`config.mk`:
```
export PLATFORM = sky130hd
export DESIGN_NAME = pic_inta_master
export DESIGN_NICKNAME = d
export VERILOG_FILES = /design/src/rtl/pic_inta_master.sv
export SDC_FILE = /design/constraint.sdc
export NUM_CORES = 1
export LEC_CHECK = 0
export CAP_MARGIN = 20
export CORE_MARGIN = 2
export CORE_UTILIZATION = 35
export DETAILED_ROUTE_END_ITERATION = 16
export HOLD_SLACK_MARGIN = 0.08
export PLACE_DENSITY = 0.64
export RECOVER_POWER = 50
export SLEW_MARGIN = 20
export SYNTH_ARGS = -nofsm -noshare
export SYNTH_HDL_FRONTEND = slang
export SYNTH_SLANG_ARGS = --single-unit
```
`constraint.sdc`:
```
create_clock -name clk -period 2.37 [get_ports clk]
set_input_delay 0.474 -clock clk [delete_from_list [all_inputs] [get_ports clk]]
set_output_delay 0.474 -clock clk [all_outputs]
set_load 0.02 [all_outputs]
```
`src/rtl/pic_inta_master.sv`:
```
// Processor-side 8259 interrupt acknowledge initiator: runs the two-pulse INTA
// sequence, captures the vector and issues the OCW2 EOI write when needed.
module pic_inta_master #(
    parameter int PULSE_CYCLES = 2,
    parameter int GAP_CYCLES   = 1,
    parameter int WR_CYCLES    = 2
) (
    input  logic       clk,
    input  logic       rst_n,
    input  logic       int_req,
    input  logic [7:0] data_in,
    input  logic       aeoi_mode,
    input  logic       specific_eoi,
    input  logic [2:0] specific_level,
    input  logic       handler_done,
    output logic       inta_n,
    output logic       cs_n,
    output logic       wr_n,
    output logic       a0,
    output logic [7:0] data_out,
    output logic       data_oe,
    output logic [7:0] vector,
    output logic       vector_valid,
    output logic       busy,
    output logic [2:0] dbg_state
);

    typedef enum logic [2:0] {
        IDLE, INTA1, GAP1, INTA2, VEC, WAIT_DONE, EOI_WR, EOI_GAP
    } state_t;

    localparam logic [7:0] PULSE_M1 = 8'(PULSE_CYCLES - 1);
    localparam logic [7:0] GAP_M1   = 8'(GAP_CYCLES - 1);
    localparam logic [7:0] WR_M1    = 8'(WR_CYCLES - 1);

    state_t     state, state_next;
    logic [7:0] cnt, cnt_next;
    logic       sync1, int_s;
    logic       aeoi_l;

    // OCW2 writes always target the A0 = 0 register, so the address is fixed.
    assign a0        = 1'b0;
    assign dbg_state = state;

    always_comb begin
        state_next = state;
        cnt_next   = (cnt != 8'd0) ? cnt - 8'd1 : cnt;
        case (state)
            IDLE: begin
                if (int_s) begin
                    state_next = INTA1;
                    cnt_next   = PULSE_M1;
                end
            end
            INTA1: begin
                if (cnt == 8'd0) begin
                    state_next = GAP1;
                    cnt_next   = GAP_M1;
                end
            end
            GAP1: begin
                if (cnt == 8'd0) begin
                    state_next = INTA2;
                    cnt_next   = PULSE_M1;
                end
            end
            INTA2: begin
                if (cnt == 8'd0) state_next = VEC;
            end
            VEC: state_next = WAIT_DONE;
            WAIT_DONE: begin
                if (handler_done) begin
                    state_next = aeoi_l ? IDLE : EOI_WR;
                    cnt_next   = WR_M1;
                end
            end
            EOI_WR: begin
                if (cnt == 8'd0) begin
                    state_next = EOI_GAP;
                    cnt_next   = GAP_M1;
                end
            end
            EOI_GAP: begin
                if (cnt == 8'd0) state_next = IDLE;
            end
            default: state_next = IDLE;
        endcase
    end

    // Outputs are registered from the next state so they line up with it.
    always_ff @(posedge clk or negedge rst_n) begin
        if (!rst_n) begin
            state        <= IDLE;
            cnt          <= 8'd0;
            sync1        <= 1'b0;
            int_s        <= 1'b0;
            aeoi_l       <= 1'b0;
            inta_n       <= 1'b1;
            cs_n         <= 1'b1;
            wr_n         <= 1'b1;
            data_out     <= 8'h00;
            data_oe      <= 1'b0;
            vector       <= 8'h00;
            vector_valid <= 1'b0;
            busy         <= 1'b0;
        end else begin
            sync1        <= int_req;
            int_s        <= sync1;
            state        <= state_next;
            cnt          <= cnt_next;
            inta_n       <= !(state_next == INTA1 || state_next == INTA2);
            cs_n         <= !(state_next == EOI_WR);
            wr_n         <= !(state_next == EOI_WR);
            // Bus drive outlasts the write strobe by one clock of hold time.
            data_oe      <= (state_next == EOI_WR) ||
                            (state == EOI_WR && state_next == EOI_GAP);
            vector_valid <= (state_next == VEC);
            busy         <= (state_next != IDLE);
            if (state == IDLE && int_s)
                aeoi_l <= aeoi_mode;
            if (state == INTA2 && cnt == 8'd0)
                vector <= data_in;
            if (state == WAIT_DONE && handler_done && !aeoi_l)
                data_out <= specific_eoi ? {5'b01100, specific_level} : 8'h20;
        end
    end

endmodule

```
==> Word-level counts from Yosys, hierarchy flattened <==
Cells that the tools add are included.
{ "op_classes": {"add_sub_neg": 1, "eq_ne": 12, "n_mux": 16, "n_reduce_logical": 15} }
{ "op_table": {"columns": ["op", "count"], "rows": [
  ["8-bit 2-to-1 mux", 5],
  ["8-bit one-hot mux with 4 select lines", 1],
  ["3-bit 2-to-1 mux", 8],
  ["3-bit one-hot mux with 8 select lines", 1],
  ["3-bit == test, second input constant", 7],
  ["3-bit by 2-bit == test with 1-bit output, second input constant", 3],
  ["8-bit logical NOT", 1],
  ["8-bit nonzero test", 1],
  ["8-bit by 1-bit subtractor with 8-bit output, second input constant", 1],
  ["7-bit 2-to-1 mux", 1],
  ["3-bit by 1-bit == test with 1-bit output, second input constant", 2],
  ["1-bit logical AND", 5],
  ["1-bit logical NOT", 3],
  ["3-bit logical NOT", 1],
  ["3-bit nonzero test", 1],
  ["1-bit logical OR", 2],
  ["2-bit OR reduction", 1]
]} }
{ "totals": {"register_bits": 35, "in_bits": 17, "word_cells": 56} }

==> Longest topological paths before layout <==
Gate-level depths: netlist of the first run.
{ "logic_depth": {"depth_word": 6, "mapped_depth": 10} }

==> Worst setup path after synthesis of the first run <==
Ideal clock, no wire load.
{ "synth_timing": {"path_type": "reg2reg", "from": "register cnt[0]", "to": "register cnt[0]", "arrival_time_ns": 2.130, "required_ns": 2.283, "setup_slack_ns": 0.152, "stages_incl_launch_ff": 11, "n_path_buf": 0, "cell_sequence": "dfrtp_1 > inv_1 > ha_1 > or3b_2 > nor2_4 > inv_1 > ha_1 > nor2_1 > a21oi_1 > a221o_1 > a22oi_1"} }
{ "synth_between": {"elab_chain_len": 4, "word_cells_on_any_way": 9, "classes_between": "add/sub: 1; mux: 6; reduce/logical: 2"} }
{ "synth_lines": {"columns": ["element", "line_no", "rtl"], "rows": [
  ["start: declaration", "37", "logic [7:0] cnt, cnt_next;"],
  ["start signal: assignment", "110", "cnt <= cnt_next;"],
  ["8-bit by 1-bit subtractor with 8-bit output or 8-bit nonzero test (tied branches)", "47", "cnt_next = (cnt != 8'd0) ? cnt - 8'd1 : cnt;"],
  ["8-bit 2-to-1 mux", "47", null],
  ["8-bit 2-to-1 mux (on tied branches)", null, null],
  ["8-bit one-hot mux with 4 select lines *", "48", "case (state)"],
  ["named net cnt_next[0]", "37", null]
]} }
The timed path passes the listed nets; every way through them passes the cells marked *.
A chain may end at the register's enable or synchronous reset.

==> Worst setup path after layout of the first run <==
{ "layout_timing": {"from": "register cnt[4]", "to": "register cnt[0]"} }
{ "layout_between": {"elab_chain_len": 4, "word_cells_on_any_way": 8, "classes_between": "mux: 6; reduce/logical: 2"} }
{ "layout_lines": {"columns": ["element", "line_no"], "rows": [
  ["8-bit nonzero test", "47"],
  ["8-bit 2-to-1 mux", "47"],
  ["8-bit 2-to-1 mux (on tied branches)", null],
  ["8-bit one-hot mux with 4 select lines *", "48"],
  ["named net cnt_next[0]", "37"]
]} }
Marked as above.

==> results of run 1 <==
[synthesized netlist by cell type (3+ instances only)]
library cell	count
xnor2_1	3
o21ai_0	7
nand2_1	12
inv_1	4
a21oi_1	6
clkbuf_1	3
mux2_4	7
nand3_1	4
nand2b_1	3
mux2_2	3
ha_1	4
o31ai_1	3
nor2b_1	3
buf_4	5
dfrtp_1	30
nor2_1	8
[worst paths after layout]
path                             start          end  slack, ps  cells past startpoint
min in group asynchronous        rst_n  data_out[2]        800                      2
worst min-delay path             sync1        int_s        350                      0
worst max-delay path            cnt[4]       cnt[0]        140                      8
worst min register to register   sync1        int_s        350                      0
max in group asynchronous        rst_n       cnt[4]       1080                      2
worst max register to register  cnt[4]       cnt[0]        140                      8
[final cells by class]
cell class / instances / area (um^2) / area share [%]
Tap cell: 52 / 65.1 / 3.12
Timing Repair Buffer: 43 / 415 / 19.9
Clock buffer: 6 / 72.6 / 3.48
Clock inverter: 2 / 35.0 / 1.68
Multi-Input combinational cell: 96 / 682 / 32.7
Sequential cell: 32 / 803 / 38.5
Inverter: 4 / 15.0 / 0.719
[where the power goes]
group	switching (W)	leakage, nW	internal [W]
registers	0.000200	0.388	0.000765
clock network	0.000194	0.0552	0.000312
logic	0.000581	0.475	0.000627
[metal layers]
metal / part of all wire [%] / up-vias / routed length (um)
met1: 46 / 559 / 1440
met4: 1.2 / 0 / 37
met2: 47 / 37 / 1480
met5: 0 / - / 0
met3: 5.7 / 4 / 178
li1: - / 569 / -
[worst register-to-register path, cell delays in order, from the launching register on]
cell and delay, ps:
dfrtp_1 430, or4_4 600, nor2_4 160, inv_1 80, ha_1 290, nor2_1 100, a21oi_1 50, a221o_1 300
a22oi_1 140
[per-stage QoR]
step | utilization, % | hold WS, ps | setup WS [ps] | power, W
2_1_floorplan | - | 178 | 152 | 0.00171
3_3_place_gp | 45.6 | 335 | 115 | 0.00214
3_5_place_dp | 45.6 | 340 | 21.5 | 0.00217
4_1_cts | 48.1 | 357 | 6.41 | 0.00270
5_1_grt | 48.3 | 381 | 22.5 | 0.00287
6_report | 48.3 | 352 | 144 | 0.00268
[cell families after synthesis]
group / share of synthesized area [%]
adders and majority gates: 3.21
muxes: 8.89
and+or+nand+nor: 16.9
DFF: 51.4
AOI/OAI and AO/OA: 11.1
buffers and inverters: 5.37
other: 0.240
xor gates and xnor gates: 2.80
[flip-flops by register name, indices dropped and copies added (netlist names)]
register      cells
cnt               8
aeoi_l            1
vector_valid      1
vector            8
data_oe           1
sync1             1
data_out          5
busy              1
inta_n            1
dbg_state         3
int_s             1
wr_n              1
[what timing repair did]
item                                    CTS  global route
endpoints found under the hold margin     0             0
buffers inserted                          0             2
endpoints found under the setup margin    0             1
gates resized for setup                   0             2
hold buffers                              0             0
==> impl_results.md, run 1 <==
- Status: finished, final reports clean
- Port Buf Inserts: 38
- Total GRT Usage: 13.8%
- Largest net degree at the start of global routing: 33
- Fin area: 2090 um^2
- Min-delay worst type: flip-flop to flip-flop
- Area post-placement: ~2000 um^2
- Fmax: 449 MHz
- Yosys warning total: 0
- Core area: 4320 um^2
- Slowest-stage cell, CP: or4_4
- Total die area: 5010 um^2
- Placement Rows: 24
- Met2 usage: 21.2%
- Final slew viol count: 0
- H-Tree Depth: 2
- Unrepaired setup endpoints after global routing: false
- Max Root-Sink Buffers: 2
- Asr flop ratio synth: 100%
- Pre-antenna DRT Iters: 4
- FF+latch count, synth: 32
- Crit share post-route: 93.9%
- Inst Count DP: 225
- Most used routing layer: met2
- Worst slew margin: 48.3%
- Antenna fix cells: 0
- Post-Route Skew: 5.71 ps
- Vias: 1169
- Final wirelength: approximately 3100 um
- GRT met1 Usage: 17.7%
- Share of layout cells above drive strength 1: 17.5%
- Initial Utilization: 36.1%
- Post-Syn Instances: 140
- Fin nets: roughly 200
- Crit-path leading delay family: simple AND/OR/NAND/NOR gates
- Post-synth EDFFs: 0
- Vias per cell: 4.97
- Max-cap viol count: 0
- Total CTS buffers: 5
- # IOs: 43
- Mapped cell area: 1560 um^2
- DP HPWL: 2300 um
- Die height: a little over 70 um
- Final Critical Period: 2230 ps
- Grt total ovfl: 0
- Ranking of synthesized cells by area: dfrtp_1 (48%), mux2_4 (6.7%), dfstp_2 (3.4%)
- Final Hold Fails: 0
- Synth Area per Inst: 11.2 um^2
- GPL Wtd Cong: 0.817
- TritonCTS clock tree: done
- First-pass GRT wire length: 5380 um
- CP bufs+invs: 1
- Vias in the first global route: 1151
- Cell Count, Final, Fillers Out: 235
- Startpoint types: flip-flop
- CP endpoint kind: flip-flop
- Unique cell type count in the Yosys netlist: 46
- Initial DRC Count: 39
- Routed WL per cell: 13.3 um
- M3 GR Usage: 5.56%
- Routed Antenna Nets: 0
- Worst path arrival time: 2420 ps
- Initial antenna violation count: 0
- Setup violations, final: 0
- Leakage power: 0.918 nW
- Crit Path Category: flip-flop to flip-flop
- Clock Latency Late Sink: 280 ps
- DRC: 0
- Critical path required time: ~2600 ps
- Clock root buffer: clkbuf_8
- Worst vdd ir: 0.512 mV
- Post-synth top area cell: dfrtp_1
- P&R area growth vs syn: 33.7%
- CP Cell Sequence: or4_4 > nor2_4 > inv_1 > ha_1 > nor2_1 > a21oi_1 > a221o_1 > a22oi_1
- Slew @ Worst Pin: 776 ps
- Filler cells: 416
- Post-synth top area share: approximately half
- CP max FO: 5
- Pwr dens: between 1000 and 1500 nW/um^2
- Ys flop type: dfrtp_1
- Sequential fraction of the synthesis area: 51.4%
- Die Wd: 70.8 um
- Crit-path max cell delay: approximately 600 ps
- Clock transition at path regs: around 70 ps
- Commonest cells after routing, fill and taps aside: dfrtp_1 (30), clkdlybuf4s50_1 (30), nand2_1 (12), nor2_1 (8), dlygate4sd3_1 (8)
- Post-Route Setup TNS: 0 ps
- CTS sink count: 32
Power figures use the tool's default switching activity.
==> run 2: changes to the inputs <==
--- a/config.mk
+++ b/config.mk
@@ -11,7 +11,6 @@
 export DETAILED_ROUTE_END_ITERATION = 16
 export HOLD_SLACK_MARGIN = 0.08
 export PLACE_DENSITY = 0.64
-export RECOVER_POWER = 50
 export SLEW_MARGIN = 20
 export SYNTH_ARGS = -nofsm -noshare
 export SYNTH_HDL_FRONTEND = slang
==> run 2 against run 1 <==
Against the previous run:
- sequential share of layout area decreased by 0.16 points
- cell area up 0.42%
- die area stayed put
- routed wire length fell by 0.13%
- clock-buffer cell count is the same
- global-route usage unchanged
- core utilization is 0.20 points higher
- setup slack hardly changed
- sequential power barely moved
- clock power is essentially flat
- total power up 0.68%
- critical endpoint unchanged
- largest cell class unchanged
- largest power group unchanged
==> impl_results.md, run 2 (same netlist as run 1, synthesis figures left out) <==
- Status: finished, final reports clean
- Critical path required time: 2570 ps
- Worst slew margin: between 60 and 70%
- Fmax: 449 MHz
- Startpoint types: flip-flop
- Crit-path max cell delay: 600 ps
- P&R area growth vs syn: 34.3%
- Vias in the first global route: 1151
- CTS sink count: 32
- R2r startpoint: cnt[4]
- Crit share post-route: 93.9%
- Clock transition at path regs: 70 ps
- # IOs: 43
- Die Wd: 70.8 um
- Clock Latency Late Sink: 280 ps
- DRC: 0
- Switching power: 0.000978 W
- Grt total ovfl: 0
- Vias: 1163
- Final Hold Fails: 0
- H-Tree Depth: 2
- Pre-antenna DRT Iters: 4
- Combinational Power Share: about 45%
- Final core occ: 48.5%
- CP Cell Sequence: or4_4 > nor2_4 > inv_1 > ha_1 > nor2_1 > a21oi_1 > a221o_1 > a22oi_1
- Worst vdd ir: around 0.51 mV
- Int Power: 0.00172 W
- TritonCTS clock tree: done
- Total CTS buffers: 5
- Area post-placement: between 1500 and 2000 um^2
- Min-delay worst type: flip-flop to flip-flop
- Total GRT Usage: 13.8%
- Antenna fix cells: 0
- Pre-CTS WS: 21.5 ps
- R2r endpoint: cnt[0]
- First-pass GRT wire length: approximately 5400 um
- Largest net degree at the start of global routing: 33
- Pwr dens: 1290 nW/um^2
- Final Critical Period: 2230 ps
- Post-Route Setup TNS: 0 ps
- Slowest-stage cell, CP: or4_4
- CP max FO: 5
- Fin nets: ~200
- DP HPWL: 2300 um
- Routed WL per cell: about 13 um
- Worst path arrival time: 2420 ps
- Post-Route Skew: 5.88 ps
- Initial Utilization: a little over a third
- Cts hold-fix bufs: 0
- Initial antenna violation count: 0
- Clock share of power: 18.8%
- Switching share of power: 36.3%
- Total die area: 5010 um^2
- Placement Rows: 24
- Worst Hold End: int_s
- Routed Antenna Nets: 0
- Core area: 4320 um^2
- Initial DRC Count: 47
- CP endpoint kind: flip-flop
- Die height: 70.8 um
- Min-delay src: sync1
- Biggest regs: cnt x8, vector x8, data_out x5
- Commonest cells after routing, fill and taps aside: clkdlybuf4s50_1 (38), dfrtp_1 (30), nand2_1 (12), nor2_1 (8)
- Max-cap viol count: 0
- Crit Path Category: flip-flop to flip-flop
- Share of power burned in registers: between 30% and 40%
- Vias per cell: 4.95
- Slew @ Worst Pin: about 510 ps
- Final WS setup: 144 ps
- Port Buf Inserts: 38
- Clock root buffer: clkbuf_8
- Unrepaired setup endpoints after global routing: false
- Final slew viol count: 0
- Fin area: between 2000 and 2500 um^2
- R2r worst-path depth: 8
- Setup violations, final: 0
- GPL Wtd Cong: 0.817
- Share of layout cells above drive strength 1: about 18%
- Worst Hold Path Cells: 0
- Commonest non-fill, non-tap cell in the layout: clkdlybuf4s50_1
- Final wirelength: about 3100 um
- Filler cells: around 410
- FF-to-FF setup slack: roughly 140 ps
- Max Root-Sink Buffers: 2
- Leakage power: 0.914 nW
## run 2: changes by cell type in the layout (fill, tap and decap cells not counted)
cell             change
buf_4                +1
nor4_1               -1
nor4_2               +1
clkbuf_2             -1
clkdlybuf4s50_1      +8
dlygate4sd3_1        -8
## run 2: cell type report
cell class	count	area, um^2	area share [%]
Multi-Input combinational cell	96	688	32.8
Timing Repair Buffer	43	418	19.9
Tap cell	52	65.1	3.10
Clock inverter	2	35.0	1.67
Clock buffer	6	72.6	3.46
Sequential cell	32	803	38.3
Inverter	4	15.0	0.716
## run 2: worst max-delay path by stage
stage	startpoint	endpoint	cells after the start
after detailed placement	cnt[1]	cnt[0]	10
after global routing	cnt[1]	cnt[0]	10
final	cnt[4]	cnt[0]	8
after global placement	cnt[0]	cnt[0]	10
after CTS	cnt[1]	cnt[0]	10
after floorplan	cnt[0]	cnt[0]	10
## run 2: layer usage
layer	share of wire [%]	wire length (um)	track usage (%)	up-vias
met4	1.2	37	4.82	0
met2	47	1470	21.2	37
met3	5.7	178	5.56	4
li1	-	-	-	568
met5	0	0	0	-
met1	46	1450	17.7	554
## run 2: repair_timing
action / in CTS / in global routing
buffers inserted: 0 / 2
gates resized for setup: 0 / 2
endpoints found under the setup margin: 0 / 1
## run 2: critical path, delay by kind of cell (launching register included)
family	cells	cell delay [ps]
simple gates	3	860
fa+ha+maj	1	290
buf+inv	1	80
compound gates	3	480
flops	1	430
## run 2: power groups by stage
| stage | combinational (W) | sequential [W] | clock [W] |
|---|---|---|---|
| 2_1_floorplan | 0.000635 | 0.00108 | 0 |
| 4_1_cts | 0.00121 | 0.000967 | 0.000521 |
| 6_report | 0.00122 | 0.000966 | 0.000506 |
| 5_1_grt | 0.00134 | 0.00100 | 0.000553 |
| 3_5_place_dp | 0.00120 | 0.000971 | 0 |
| 3_3_place_gp | 0.00117 | 0.000964 | 0 |
## run 2: metrics by stage
stage | power [W] | hold WS [ps] | cells
after floorplan | 0.00171 | 178 | 143
after global placement | 0.00214 | 335 | 225
after detailed placement | 0.00217 | 340 | 225
after CTS | 0.00270 | 357 | 233
after global routing | 0.00289 | 381 | 235
final | 0.00270 | 352 | 235
